**config.mk**
```make
export PLATFORM = sky130hd
export DESIGN_NAME = piso_serializer_flat
export DESIGN_NICKNAME = d
export VERILOG_FILES = /design/src/rtl/piso_serializer_pkg.sv /design/src/rtl/piso_serializer_if.sv /design/src/rtl/piso_serializer_bit_counter.sv /design/src/rtl/piso_serializer.sv /design/src/flat_wrapper.sv
export SDC_FILE = /design/constraint.sdc
export NUM_CORES = 1
export LEC_CHECK = 0
export CAP_MARGIN = 15
export CORE_MARGIN = 2
export CORE_UTILIZATION = 30
export DETAILED_ROUTE_END_ITERATION = 10
export GPL_TIMING_DRIVEN = 0
export HOLD_SLACK_MARGIN = 0.15
export MAX_ROUTING_LAYER = met4
export SETUP_SLACK_MARGIN = 0.3
export SLEW_MARGIN = 5
export SYNTH_ARGS = -nofsm -noshare
export SYNTH_HDL_FRONTEND = slang
export SYNTH_SLANG_ARGS = --single-unit
```
**constraint.sdc**
```tcl
create_clock -name clk -period 1.9 [get_ports clk]
set_input_delay 0.19 -clock clk [delete_from_list [all_inputs] [get_ports clk]]
set_output_delay 0.19 -clock clk [all_outputs]
set_load 0.02 [all_outputs]
```
**src/rtl/piso_serializer_pkg.sv**
```systemverilog
// Shared types and helpers for the serial shift-register chain stages.
package piso_serializer_pkg;

   // Frame state: idle line or shifting a word out.
   typedef enum logic {
      ST_IDLE  = 1'b0,
      ST_SHIFT = 1'b1
   } state_t;

   localparam int unsigned DEFAULT_WIDTH = 8;

   // Width of a bit-position counter for a word of w bits.
   function automatic int unsigned cnt_width(input int unsigned w);
      return $clog2(w);
   endfunction

endpackage

```
**src/rtl/piso_serializer_if.sv**
```systemverilog
// Load handshake and serial output bundle of the serializer.
interface piso_serializer_if #(
   parameter int unsigned WIDTH = 8
) ();
   logic [WIDTH-1:0] load_data;
   logic             load_valid;
   logic             load_ready;
   logic             ser_out;
   logic             ser_active;
   logic             done;

   modport master (
      output load_data, load_valid,
      input  load_ready, ser_out, ser_active, done
   );

   modport slave (
      input  load_data, load_valid,
      output load_ready, ser_out, ser_active, done
   );
endinterface

```
**src/rtl/piso_serializer_bit_counter.sv**
```systemverilog
// Mod-MODULUS up-counter with sync clear, load and terminal-count flag.
module bit_counter
   import piso_serializer_pkg::*;
#(
   parameter int unsigned MODULUS = 8,
   parameter int unsigned CW      = cnt_width(MODULUS)
) (
   input  logic          clk,
   input  logic          rst,
   input  logic          clear,
   input  logic          load,
   input  logic [CW-1:0] load_val,
   input  logic          en,
   output logic [CW-1:0] count,
   output logic          tc
);

   assign tc = (count == CW'(MODULUS - 1));

   // Counter register: clear/reset wins over load, load wins over count.
   always_ff @(posedge clk) begin
      if (rst || clear) begin
         count <= '0;
      end else if (load) begin
         count <= load_val;
      end else if (en) begin
         count <= tc ? '0 : count + CW'(1);
      end
   end

endmodule

```
**src/rtl/piso_serializer.sv**
```systemverilog
// Parallel-in/serial-out loader with valid/ready input and registered serial output.
module piso_serializer
   import piso_serializer_pkg::*;
#(
   parameter int unsigned WIDTH      = DEFAULT_WIDTH,
   parameter bit          MSB_FIRST  = 1'b1,
   parameter bit          IDLE_LEVEL = 1'b0
) (
   input  logic               clk,
   input  logic               rst,
   piso_serializer_if.slave   bus
);

   localparam int unsigned CW = cnt_width(WIDTH);

   state_t           state;
   state_t           state_next;
   logic [WIDTH-1:0] sreg;
   logic [CW-1:0]    bit_cnt;
   logic             last_bit;
   logic             accept;
   logic             ready;
   logic             shifting;

   assign shifting = (state == ST_SHIFT);

   // A reload on the last bit wraps the counter to 0 through load; without
   // a reload the mod-WIDTH wrap also lands on 0, ready for the next word.
   bit_counter #(
      .MODULUS (WIDTH),
      .CW      (CW)
   ) u_bit_counter (
      .clk      (clk),
      .rst      (rst),
      .clear    (1'b0),
      .load     (accept),
      .load_val ('0),
      .en       (shifting),
      .count    (bit_cnt),
      .tc       (last_bit)
   );

   // State register.
   always_ff @(posedge clk) begin
      if (rst) begin
         state <= ST_IDLE;
      end else begin
         state <= state_next;
      end
   end

   // Handshake and next-state decode.
   always_comb begin
      state_next = state;
      ready      = 1'b0;
      accept     = 1'b0;
      if (!rst) begin
         ready = (state == ST_IDLE) || last_bit;
      end
      accept = bus.load_valid && ready;
      case (state)
         ST_IDLE:  if (accept) state_next = ST_SHIFT;
         ST_SHIFT: if (last_bit && !accept) state_next = ST_IDLE;
         default:  state_next = ST_IDLE;
      endcase
   end

   // Shift register; the output end drives ser_out directly, so the vacated
   // end filling with IDLE_LEVEL leaves the line idle once a word is drained.
   always_ff @(posedge clk) begin
      if (rst) begin
         sreg <= {WIDTH{IDLE_LEVEL}};
      end else if (accept) begin
         sreg <= bus.load_data;
      end else if (shifting) begin
         if (MSB_FIRST) begin
            sreg <= {sreg[WIDTH-2:0], IDLE_LEVEL};
         end else begin
            sreg <= {IDLE_LEVEL, sreg[WIDTH-1:1]};
         end
      end
   end

   assign bus.load_ready = ready;
   assign bus.ser_out    = MSB_FIRST ? sreg[WIDTH-1] : sreg[0];
   assign bus.ser_active = shifting;
   assign bus.done       = shifting && last_bit;

endmodule

```
**src/flat_wrapper.sv**
```systemverilog
// flat-port wrapper written by rule: the top's interface ports become plain ports
module piso_serializer_flat import piso_serializer_pkg::*;
#(
   parameter int unsigned WIDTH      = DEFAULT_WIDTH,
   parameter bit          MSB_FIRST  = 1'b1,
   parameter bit          IDLE_LEVEL = 1'b0
)
  (clk, rst, bus_load_data, bus_load_valid, bus_load_ready, bus_ser_out, bus_ser_active, bus_done);
  piso_serializer_if #(.WIDTH(WIDTH)) bus_i ();
  input  logic clk;
  input  logic rst;
  input wire logic [$bits(bus_i.load_data)-1:0] bus_load_data;
  input wire logic [$bits(bus_i.load_valid)-1:0] bus_load_valid;
  output wire logic [$bits(bus_i.load_ready)-1:0] bus_load_ready;
  output wire logic [$bits(bus_i.ser_out)-1:0] bus_ser_out;
  output wire logic [$bits(bus_i.ser_active)-1:0] bus_ser_active;
  output wire logic [$bits(bus_i.done)-1:0] bus_done;
  assign bus_i.load_data = bus_load_data;
  assign bus_i.load_valid = bus_load_valid;
  assign bus_load_ready = bus_i.load_ready;
  assign bus_ser_out = bus_i.ser_out;
  assign bus_ser_active = bus_i.ser_active;
  assign bus_done = bus_i.done;
  piso_serializer #(.WIDTH(WIDTH), .MSB_FIRST(MSB_FIRST), .IDLE_LEVEL(IDLE_LEVEL)) u_core (.clk(clk), .rst(rst), .bus(bus_i));
endmodule
```
## Word level (Yosys, flattened, before mapping)

Index checks and enable logic that the tools add are counted.

- Register bits after elaboration: 12
- Bits in latches: 0
- Memory bits (writable): 0
- Memory bits (read-only): 0
- Output and inout port bits: 4
- Logic and storage cells: 20
- Memories: 0

- $add $sub $neg: 1
- Multiply operators: 0
- Div/mod/pow operators: 0
- Magnitude comparators: 0
- Eq/ne operators: 1
- Shifts and indexed selects: 0
- Mux-type cells: 7
- Bitwise operators: 1
- Reduce and logical (&&, ||, !) cells: 7

Operator list:

| operator | number |
|---|---|
| $mux W8 | 2 |
| $add A3 B1 Y3 const B | 1 |
| $eq A3 B3 Y1 const B | 1 |
| $logic_and A1 B1 Y1 | 3 |
| $mux W1 | 3 |
| $mux W3 | 1 |
| $pmux W1 S2 | 1 |
| $reduce_bool A2 Y1 | 1 |
| $reduce_or A2 Y1 | 1 |
| $logic_not A1 Y1 | 1 |
| $logic_or A1 B1 Y1 | 1 |
| $not A1 Y1 | 1 |

## Longest topological paths before layout

Gate-level depths: netlist of the first run.

- Depth after elaboration: 8
- Depth in mapped cells: 6
- Depth with buffers taken out: 5

## Hierarchy

From an unflattened synthesis of the first run, not the netlist that was laid out.

- Cells, all modules: 63
- Area, all modules: 695.7 um2

Modules (own cells, without submodules):

| module | times used | cells each | area an instance (um2) | seq. area each (um2) |
|---|---|---|---|---|
| piso_serializer | 1 | 47 | 516.7 | 180.2 |
| bit_counter | 1 | 16 | 178.9 | 60.1 |

## Worst setup path before layout of the first run

Ideal clock, no wire load.

- Kind: flip-flop to output port
- Start: register u_core.u_bit_counter.count[0]
- End: output bus_load_ready
- Arrival: 1.174 ns
- Required time: 1.710 ns
- Path slack: 0.536 ns
- Cell stages (with the launch flop): 5
- Buffers on the path: 0
- Path through: dfxtp_1 > ha_1 > ha_1 > and2b_2 > nor2_1

- Word-level cells in the longest chain between the ends: 3

RTL lines:

| item | line | source |
|---|---|---|
| from (decl) | piso_serializer_bit_counter.sv:14 | `output logic [CW-1:0] count,` |
| from (signal assigned) | piso_serializer_bit_counter.sv:25 | `count <= load_val;` |
| from (signal assigned) | piso_serializer_bit_counter.sv:27 | `count <= tc ? '0 : count + CW'(1);` |
| $eq A3 B3 Y1 | piso_serializer_bit_counter.sv:18 | `assign tc = (count == CW'(MODULUS - 1));` |
| $logic_or A1 B1 Y1 | piso_serializer.sv:58 | `ready = (state == ST_IDLE) \|\| last_bit;` |
| $mux W1 | piso_serializer.sv:57 | `if (!rst) begin` |
| to (decl) | flat_wrapper.sv:14 | `output wire logic [$bits(bus_i.load_ready)-1:0] bus_load_ready;` |

Every way passes these cells.

## Worst setup path after layout of the first run

Same ends and word-level chain as after synthesis.

==> run summary, run 1 <==
Status -> finished, final reports clean
Clk slew on worst S/H paths -> 0.08 ns
Core ar. -> 2170 µm²
Cells on Worst Hold Path -> 2
Area occupied by registers -> 245 µm²
CTS buffer count -> 3
Setup TNS Final -> 0 ns
Crit-path max FO -> 4
CTS root buf -> clkbuf_4
# port buffers -> 13
Initial antenna violation count -> 0
Fin Clk Skew -> 0.000954 ns
Area delta synth->final -> 37.1%
Worst skew pair latency -> 0.28 ns
Final setup fails -> 0
Vias per Instance -> 4.64
Worst-Margin Slew -> 0.214 ns
Utilization after layout -> 0.426
Final layout net count -> 100
Seq cells post-synth -> 12
Slew Limit Fails -> 0
Syn Nets -> 80
Fin. Hold Viols -> 0
Max Clk Rate -> 648 MHz
Pwr Density -> 661 nW/µm²
Starting density of the core -> 0.311
Layout cell share with drive strength beyond 1 -> 0.291
Ant diodes -> 0
Top-area cell type share of the netlist area -> 0.356
WP data required -> 1.71 ns
Final std cells w/o fill -> 114
CTS sink cnt -> 12
Yosys warning count -> 0
CP Launch Type -> register
Crit path DAT -> 1.35 ns
Die area -> 2640 µm²
Syn Inst Count -> 67
HPWL Detailed -> 926 µm
Final Power -> 611 µW
WS Path Type -> register to output port
Final wirelength -> 1.36 mm
Crit. End Element -> output port
Syn avg cell area -> 10.1 µm²
Final period utilization -> 0.813
Drt drc -> 0
Mapped Area -> 674 µm²
Register area share after synthesis -> 0.356
Multi-input combinational cell area -> 383 µm²
GR Overflow Total -> 0
R2R depth -> 7
Pre-Repair DR Iteration Count -> 4
Initial DRC count -> 2
Worst Hold Class -> input port to register
Tmin final -> 1.54 ns
Slew headroom -> 0.857
Die Wd -> 51.4 µm
Vias in the first global route -> 498
Vias -> 529
First-pass GRT wire length -> 2.24 mm
Clock Path Buffers -> 2
Synth top area cells -> dfxtp_1 (36%), mux2i_1 (13%), a21o_1 (7.8%)
Filler cell count -> 234
Global placer's final weighted congestion -> 0.687
Avg WL per Cell -> 11.9 µm
RSZ-0062 raised after global routing -> no
Finished Cell Area -> 925 µm²
Worst VDD drop -> 0.000394 V
Netlist cell types -> 17
CTS tree -> built
IO Pins -> 15
Post-synth top area cell -> dfxtp_1
Placed Area -> 840 µm²
Total track usage -> 0.124
Die Y -> 51.4 µm
Placed cell count -> 108
Antenna viol nets, final -> 0
Placement row count -> 17
H-tree depth -> 1
Largest net degree at the start of global routing -> 11
Max Cap Viol -> 0
Leak Pwr -> 0.000355 µW
[area by class of cell]
type,instances,area share
flip-flops and latches,12,0.265
clock buffers,4,0.0392
multi-input cells,49,0.414
repair buffers,15,0.153
plain buffers,6,0.0907
well taps,28,0.0379
[synth_stat cells, drive strengths merged]
library cell / n
a21o: 7
nor2: 7
o21a: 1
nand3: 8
a21oi: 9
clkbuf: 3
and2b: 1
mux2i: 9
nand2b: 1
buf: 3
a211oi: 1
and2: 1
nor3b: 2
ha: 2
dfxtp: 12
[cell families after synthesis]
logic type,share of synthesized area
AND/OR/NAND/NOR,0.165
AO/OA/AOI/OAI,0.184
flip-flops,0.356
multiplexers,0.134
buffers and inverters,0.124
adder cells (fa/ha/maj),0.0371
[state kept, by name (all words and copies together) (netlist names)]
register                    cells
u_core.sreg                     8
u_core.u_bit_counter.count      3
u_core.bus.ser_active           1
[final timing paths]
check	from	slack, ns	endpoint
worst min-delay path	bus_load_valid	0.17	u_core.u_bit_counter.count[2]
worst max register to register	u_core.u_bit_counter.count[0]	0.42	u_core.sreg[5]
worst min register to register	u_core.u_bit_counter.count[2]	0.60	u_core.u_bit_counter.count[2]
worst max-delay path	u_core.u_bit_counter.count[0]	0.36	bus_load_ready
[stage by stage]
stage                     setup slack (ns)  hold slack (ns)
after floorplan                      0.536            0.259
after global placement              0.0335            0.462
after detailed placement            0.0164            0.471
after CTS                            0.312            0.168
after global routing                 0.298            0.178
final                                0.356            0.170
[repair_timing]
action	in CTS	in global routing
pin swaps	2	2
setup endpoints to repair	2	2
buffers inserted	2	0
resized for setup	16	3
hold buffers	0	0
[critical path, stage by stage (launching register included)]
cell and delay (ns):
dfxtp_4 0.37, ha_4 0.14, ha_4 0.13, and2b_2 0.24
nor2_4 0.09, buf_6 0.12
[placed cells by master, fill, tap and decap left out, drive strengths merged]
cell           Yosys  routed
clkdlybuf4s50      0      11
mux2i              9       9
buf                3       7
clkbuf             3       7
and2               1       1
nand3              8       8
a21o               7       7
and2b              1       1
ha                 2       2
dfxtp             12      12
a21oi              9       9
o21a               1       1
nor3b              2       2
a211oi             1       1
nor2               7       7
nand2b             1       1
[routing by layer]
metal | vias to the layer above | global-route usage | wire length, µm
met4 | 0 | 0.0789 | 29
met3 | 4 | 0.0351 | 62
met5 | - | - | 0
met2 | 14 | 0.190 | 609
met1 | 235 | 0.141 | 660
li1 | 276 | - | -
[where the power goes]
group	internal (µW)	leakage (µW)	switching, µW
clock network	117	0.0000210	93.0
logic	72.2	0.000234	55.3
registers	265	0.0000996	8.61
No activity file was read; power rests on OpenSTA's default activity.
==> inputs of run 2 (changes only) <==
- clock period: 1.9 -> 1.3 ns (I/O delays scaled with it)
==> run 2 against run 1 <==
  * The run now ends with negative setup slack left
  * Sequential share of layout area is 2.7 points lower
  * Total power rose by 52%
  * Highest routed layer unchanged
  * Cell count up 4.4%
  * Critical path depth stayed put
  * First-iteration DRC count grew 100%
  * Clock power is 49% higher
==> run summary, run 2 (synthesis gave the netlist of run 1 again) <==
Worst VDD drop -> 0.000564 V (was 0.000394 V)
Initial antenna violation count -> 0 (unchanged)
Final layout net count -> 105 (was 100)
Finished Cell Area -> 1020 µm² (was 925 µm²)
Max Cap Viol -> 0 (unchanged)
Tmin final -> 1.45 ns
Core ar. -> 2170 µm² (unchanged)
CTS root buf -> clkbuf_4 (unchanged)
Placed Area -> 880 µm² (was 840 µm²)
Filler cell count -> 236 (was 234)
GR Overflow Total -> 0 (unchanged)
Crit path DAT -> 1.32 ns (was 1.35 ns)
Sw Pwr -> 251 µW (was 157 µW)
Critical path's slowest cell -> dfxtp_2 (was dfxtp_4)
Launch point of the worst path -> u_core.u_bit_counter.count[0] (unchanged)
CTS sink cnt -> 12 (unchanged)
Total track usage -> 0.133 (was 0.124)
Crit-path max FO -> 2 (was 4)
Pwr Density -> 909 nW/µm² (was 661 nW/µm²)
Die Wd -> 51.4 µm (unchanged)
Net Sw Frac -> 0.270 (was 0.257)
# port buffers -> 13 (unchanged)
CP Launch Type -> register (unchanged)
CTS tree -> built (unchanged)
Vias in the first global route -> 537 (was 498)
Internal -> 680 µW (was 454 µW)
Clock Path Buffers -> 2 (unchanged)
Final period utilization -> 1.12
Fin. Hold Viols -> 0 (unchanged)
Layout cell share with drive strength beyond 1 -> 0.462 (was 0.291)
Largest register FFs -> 8 (unchanged)
Slew headroom -> 0.849 (was 0.857)
Status -> finished, violations left (was finished, final reports clean)
Ant diodes -> 0 (unchanged)
WP data required -> 1.17 ns (was 1.71 ns)
Worst-Margin Slew -> 0.226 ns (was 0.214 ns)
Slowest stage delay, CP -> 0.34 ns (was 0.37 ns)
Failing checks -> negative setup slack
WS Path Type -> register to output port (unchanged)
Die Y -> 51.4 µm (unchanged)
Worst Hold Class -> input port to register (unchanged)
Initial DRC count -> 4 (was 2)
Placed cell count -> 108 (unchanged)
Power share of the sequential group -> 0.431 (was 0.448)
H-tree depth -> 1 (unchanged)
Fin Clk Skew -> 0.00178 ns (was 0.000954 ns)
Starting density of the core -> 0.311 (unchanged)
Vias -> 564 (was 529)
Antenna viol nets, final -> 0 (unchanged)
Largest reg by FF count -> u_core.sreg (unchanged)
Max Clk Rate -> 689 MHz
Global placer's final weighted congestion -> 0.666 (was 0.687)
Final std cells w/o fill -> 119 (was 114)
Clk slew on worst S/H paths -> 0.08 ns (about the same)
Placement row count -> 17 (unchanged)
Most frequent cells in the layout -> mux2i_1 (9), clkdlybuf4s50_1 (9), dfxtp_1 (9), buf_6 (7), a21o_1 (7) (was clkdlybuf4s50_1 (11), dfxtp_1 (10), mux2i_1 (9), nand3_1 (8), a21o_1 (7))
Worst hold start -> bus_load_valid (unchanged)
IO Pins -> 15 (unchanged)
CP Buf/Inv Count -> 1 (unchanged)
Worst-path cell chain -> ha_4, ha_4, and2b_2, nor2_4, buf_6 (unchanged)
Worst skew pair latency -> 0.28 ns (about the same)
Clk network pwr share -> 0.336 (was 0.343)
Die area -> 2640 µm² (unchanged)
Slew Limit Fails -> 0 (unchanged)
Final setup fails -> 11 (was 0)
HPWL Detailed -> 924 µm (was 926 µm)
Vias per Instance -> 4.74 (was 4.64)
R2R Setup Slk -> -0.11 ns (was 0.42 ns)
Cell family with most CP delay -> flip-flops (unchanged)
Drt drc -> 0 (unchanged)
Combinational Power Share -> 0.233 (was 0.209)
Largest net degree at the start of global routing -> 11 (unchanged)
First-pass GRT wire length -> 2.44 mm (was 2.24 mm)
Final wirelength -> 1.47 mm (was 1.36 mm)
Critical R2R Launch -> u_core.u_bit_counter.count[0] (unchanged)
CTS buffer count -> 3 (unchanged)
Crit. End Element -> output port (unchanged)
Area delta synth->final -> 51.9% (was 37.1%)
Top cell by count, worst path -> ha_4 (unchanged)
RSZ-0062 raised after global routing -> yes (was no)
Pre-Repair DR Iteration Count -> 4 (unchanged)
Leak Pwr -> 0.000397 µW (was 0.000355 µW)
Final worst setup slack -> -0.152 ns (was 0.356 ns)
Avg WL per Cell -> 12.4 µm (was 11.9 µm)
==> run 2: cell type report <==
cell class / count / area [µm²] / area share
Tap cell: 28 / 35.0 / 0.0342
Buffer: 6 / 83.8 / 0.0818
Sequential cell: 12 / 244 / 0.238
Clock buffer: 4 / 36.3 / 0.0354
Multi-Input combinational cell: 49 / 437 / 0.426
Timing Repair Buffer: 20 / 189 / 0.184
==> run 2: routing by layer <==
metal / track usage / wire [µm] / vias up
met3: 0.0292 / 70 / 5
met4: 0.0789 / 38 / 0
met1: 0.152 / 625 / 258
li1: - / - / 287
met2: 0.212 / 741 / 14
met5: - / 0 / -
==> run 2: repair_timing <==
item,CTS,global route
setup endpoints to repair,14,14
hold buffers,1,0
resized for setup,30,6
pin swaps,12,6
cloned,1,0
hold endpoints to repair,4,0
buffers inserted,5,0
==> run 2: worst paths after layout <==
check                                  end  cells after the start
max                         bus_load_ready                      5
min                         u_core.sreg[1]                      3
min reg2reg  u_core.u_bit_counter.count[2]                      2
max reg2reg                 u_core.sreg[6]                      7
==> run 2: power groups by stage <==
stage	clock (µW)	sequential [µW]	combinational [µW]
finish	313	401	217
global placement	0	410	186
global route	342	403	236
floorplan	0	413	123
CTS	321	401	212
detailed placement	0	410	187
==> run 2: per-stage QoR <==
step	TNS, ns	hold slack, ns	setup slack, ns	total power (µW)	util
after global routing	-1.37	0.202	-0.211	981	0.472
after CTS	-0.802	0.193	-0.168	934	0.461
after floorplan	0	0.199	0.0799	535	-
after global placement	-0.586	0.403	-0.405	596	0.405
final	-0.720	0.201	-0.152	931	0.472
after detailed placement	-0.592	0.399	-0.406	597	0.405
==> run 2: worst min-delay path: stages <==
cell      delay, ns
clkbuf_8       0.15
a21o_1         0.11
a21oi_1        0.05
